File: config.mk
export PLATFORM = sky130hd
export DESIGN_NAME = addr_scan_driver
export DESIGN_NICKNAME = d
export VERILOG_FILES = /design/src/rtl/addr_scan_driver.sv
export SDC_FILE = /design/constraint.sdc
export NUM_CORES = 1
export LEC_CHECK = 0
export ABC_CLOCK_PERIOD_IN_PS = 3300
export CAP_MARGIN = 5
export CORE_ASPECT_RATIO = 0.6
export CORE_MARGIN = 2
export CORE_UTILIZATION = 35
export DETAILED_ROUTE_END_ITERATION = 7
export GPL_ROUTABILITY_DRIVEN = 0
export GPL_TIMING_DRIVEN = 0
export PLACE_DENSITY = 0.64
export SLEW_MARGIN = 30
export SYNTH_ARGS = -nofsm -noshare
export SYNTH_HDL_FRONTEND = slang
export SYNTH_SLANG_ARGS = --single-unit
File: constraint.sdc
create_clock -name clk -period 3.3 [get_ports clk]
set_clock_uncertainty 0.05 [all_clocks]
set_input_delay 0.825 -clock clk [delete_from_list [all_inputs] [get_ports clk]]
set_output_delay 0.825 -clock clk [all_outputs]
set_load 0.02 [all_outputs]
File: src/rtl/addr_scan_driver.sv
// Two-digit scan driver for the hex address display: latches an address,
// commits it at frame boundaries and time-multiplexes the digit anodes.
module addr_scan_driver #(
  parameter int SCAN_DIV  = 50000,
  parameter int BLANK_CYC = 500,
  parameter int CNT_W     = 17
) (
  input  logic        clk,
  input  logic        reset,
  input  logic [7:0]  addr_in,
  input  logic        addr_valid,
  input  logic        freeze,
  output logic [11:0] show_data,
  output logic        frame_done
);

  typedef enum logic [1:0] {S_D0, S_G0, S_D1, S_G1} state_t;

  localparam logic [CNT_W-1:0] DWELL_LAST = CNT_W'(SCAN_DIV - 1);
  localparam logic [CNT_W-1:0] BLANK_LAST = (BLANK_CYC == 0) ? '0 : CNT_W'(BLANK_CYC - 1);
  localparam bit               NO_BLANK   = (BLANK_CYC == 0);

  state_t           state;
  state_t           state_next;
  logic [CNT_W-1:0] cnt;
  logic [7:0]       shadow;
  logic [7:0]       disp;
  logic             pending;
  logic             cnt_last;
  logic             commit;
  logic             capture;
  logic [3:0]       anode;

  // Dwell/blank terminal count, next state and the frame commit point.
  always_comb begin
    state_next = state;
    cnt_last   = 1'b0;
    commit     = 1'b0;
    case (state)
      S_D0: begin
        cnt_last = (cnt == DWELL_LAST);
        if (cnt_last) state_next = NO_BLANK ? S_D1 : S_G0;
      end
      S_G0: begin
        cnt_last = (cnt == BLANK_LAST);
        if (cnt_last) state_next = S_D1;
      end
      S_D1: begin
        cnt_last = (cnt == DWELL_LAST);
        if (cnt_last) begin
          state_next = NO_BLANK ? S_D0 : S_G1;
          commit     = NO_BLANK;
        end
      end
      S_G1: begin
        cnt_last = (cnt == BLANK_LAST);
        if (cnt_last) begin
          state_next = S_D0;
          commit     = 1'b1;
        end
      end
      default: state_next = S_D0;
    endcase
  end

  assign capture = addr_valid && !freeze;

  always_ff @(posedge clk) begin
    if (!reset) begin
      state      <= S_D0;
      cnt        <= '0;
      shadow     <= 8'h00;
      disp       <= 8'h00;
      pending    <= 1'b0;
      frame_done <= 1'b0;
    end else begin
      state      <= state_next;
      cnt        <= cnt_last ? '0 : cnt + CNT_W'(1);
      frame_done <= commit;
      // disp takes the pre-edge shadow even if a new capture lands on this edge.
      if (commit && pending) disp <= shadow;
      if (capture) begin
        shadow  <= addr_in;
        pending <= 1'b1;
      end else if (commit) begin
        pending <= 1'b0;
      end
    end
  end

  always_comb begin
    anode = 4'b0000;
    case (state)
      S_D0:    anode = 4'b0001;
      S_D1:    anode = 4'b0010;
      default: anode = 4'b0000;
    endcase
  end

  assign show_data = {anode, disp};

endmodule

==> impl_metrics.ini <==
[worst_setup_path]
timing.rr.start = cnt[0]
cp-end-kind = output port
start_kind = flop
arrival_ps = 1500
r2r_cells = 7
crit_required_ps = 2420
critPathMaxFanout = 4
ff2ff_setup_slack_ps = 1130
worstSetupPathType = reg2out
r2r_end = cnt[15]

[final_layout]
n_antenna_cell = 0
final_nets = 226
filler_cell_count = 474
area_growth_syn_to_layout_pct = 22.32
drive_above_1_share_pct = 10.95

[floorplanning]
fp.dieArea_um2 = 5529
die_x_um = 94.68
rows = 19
core_area_um2 = 4659
start_util_pct = 37.06
io_pins = 25
die_h_um = 58.41

[synthesis]
syn_area_um2 = 1727
ys.warnings.count = 0
syn_inst = 179
synth-async-reset-ratio_pct = 0
ys_types = 36
synth_edf_count = 0
ys_seq_elements = 37
synthFlopType = dfxtp_1
ys_seq_area_share_pct = 42.90
syn_avg_cell_area_um2 = 9.646

[cts]
cts_made_buffers = 5
clk_pin_slew_ps = 80
clk_path_buf_depth = 2
cts_resized = 0
htree_levels = 2
ctsHoldBuffers = 0
cts_tree = done
post_cts_buffers = 0
clock-sinks = 37
root_buffer = clkbuf_8
clk-insertion-delay-late_ps = 290

[hold_path]
hp-class = reg2reg
hold_end = shadow[6]
min_path_cells = 2
holdCritStartpoint = shadow[6]

[timing]
finalHoldViolations = 0
finalCritPeriodShare_pct = 71.96
slew_viol_final = 0
fmax_ghz = 0.4211
setup_viol = 0
rsz0062_at_grt = no
whs_ps = 416.9
finalSetupTns_ps = 0
fin_crit_ps = 2375

[placement]
port_buffers = 22
hpwlAfterDp_um = 2458

[grt]
grt_pass1_vias = 1187
grt-ovfl-total = 0
grt_first_pass_wirelength_um = 5775
grt_max_degree = 12
grtUsageTotal_pct = 13.79
antenna_found_initial = 0

[detailed_routing]
top_layer = met3
drcViolationCount = 0
routed_via_density = 4.582
dr_wl_met2_um = 1250
drt_first_pass_iters = 4
postRouteAntennaNets = 0
routedWlPerCell_um = 12.22
wl_met3_um = 130
drt_iter0_markers = 56
finalWirelength_um = 3336
drt-met1-wl_um = 1954
num_vias = 1251

[pwr]
ir_drop_uv = 187.1
p_leak_nw = 0.7972
p_per_area_nw_per_um2 = 388.1

[outcome]
status = complete, no violations

[run]
max_cap_violations = 0
==> cells in the mapped netlist (4+ instances only) <==
master	n	area share (%)
clkbuf_1	5	1.1
nand3_1	8	2.3
mux2i_1	8	4.6
xnor2_1	6	3.0
a21boi_0	8	3.5
xor2_1	9	4.6
nand2_1	22	4.8
dfxtp_1	37	43
ha_1	5	3.6
nor2_1	20	4.3
nor2b_1	10	3.6
nor2_2	4	1.4
==> kinds of logic after synthesis <==
| family | after synthesis | share of synthesized area (%) |
|---|---|---|
| compound gates | 15 | 6.232 |
| buf+inv | 11 | 3.478 |
| simple gates | 87 | 31.30 |
| mux | 8 | 4.638 |
| flops | 37 | 42.90 |
| fa+ha+maj | 5 | 3.623 |
| xor+xnor | 15 | 7.609 |
| other cells | 1 | 0.2172 |
==> through the flow <==
step	cells	setup WS, ps	total power [mW]	instance area (µm²)	utilization (%)
3_3_place_gp	265	1174	0.5212	2029	43.56
2_1_floorplan	180	1410	0.4999	1730	-
6_report	273	925.4	0.8197	2112	45.33
4_1_cts	273	906.5	0.8285	2112	45.33
3_5_place_dp	265	1145	0.5219	2029	43.56
5_1_grt	273	834.4	0.8556	2112	45.33
==> how the worst max path moves through the flow <==
stage | startpoint | endpoint | depth (start not counted)
2_1_floorplan | cnt[0] | cnt[11] | 7
3_3_place_gp | addr_valid | shadow[7] | 5
3_5_place_dp | addr_valid | shadow[7] | 5
4_1_cts | state[0] | show_data[8] | 3
5_1_grt | state[0] | show_data[8] | 3
6_report | state[0] | show_data[8] | 3
==> sequential cells by signal (all words and copies together), names as in the netlist <==
signal and count:
cnt 17, disp 8, shadow 8, state 2, frame_done 1, pending 1
==> cell usage in the layout, fill, tap and decap left out, drive strengths merged <==
master	n
a21boi	8
a21oi	1
and3	3
and4	2
buf	3
clkbuf	11
clkdlybuf4s50	22
clkinv	2
conb	2
dfxtp	37
ha	5
inv	3
mux2i	8
nand2	22
nand2b	2
nand3	8
nand3b	1
nand4	4
nand4b	2
nor2	24
nor2b	10
nor3b	1
nor4	4
o211a	1
o21a	1
o21ai	3
o22ai	1
or4	1
or4b	2
or4bb	1
xnor2	6
xor2	9
==> cell type report <==
| type | instances | area [µm²] | area share [%] |
|---|---|---|---|
| multi-input cells | 132 | 929.6 | 44.02 |
| flip-flops and latches | 37 | 740.7 | 35.07 |
| repair buffers | 22 | 220.2 | 10.43 |
| well taps | 63 | 78.83 | 3.732 |
| clock buffers | 6 | 72.57 | 3.436 |
| plain buffers | 8 | 48.80 | 2.310 |
| inverters | 3 | 11.26 | 0.5332 |
| clock inverters | 2 | 10.01 | 0.4739 |
==> metal layers <==
metal  track usage, %  up-vias
li1                 -      660
met2            17.73       15
met4            1.863        0
met1            22.14      576
met5                0        -
met3            4.609        0
==> worst max-delay path: stages, from the launching register on <==
cell             delay, ps
dfxtp_1                380
inv_1                   80
ha_1                   210
clkdlybuf4s50_1        540
==> where the power goes <==
part,switching (mW),internal [mW],leakage (nW)
Clock,0.162,0.146,0.0450
Sequential,0.00681,0.455,0.300
Combinational,0.0233,0.0269,0.452
No activity file was read; power rests on OpenSTA's default activity.
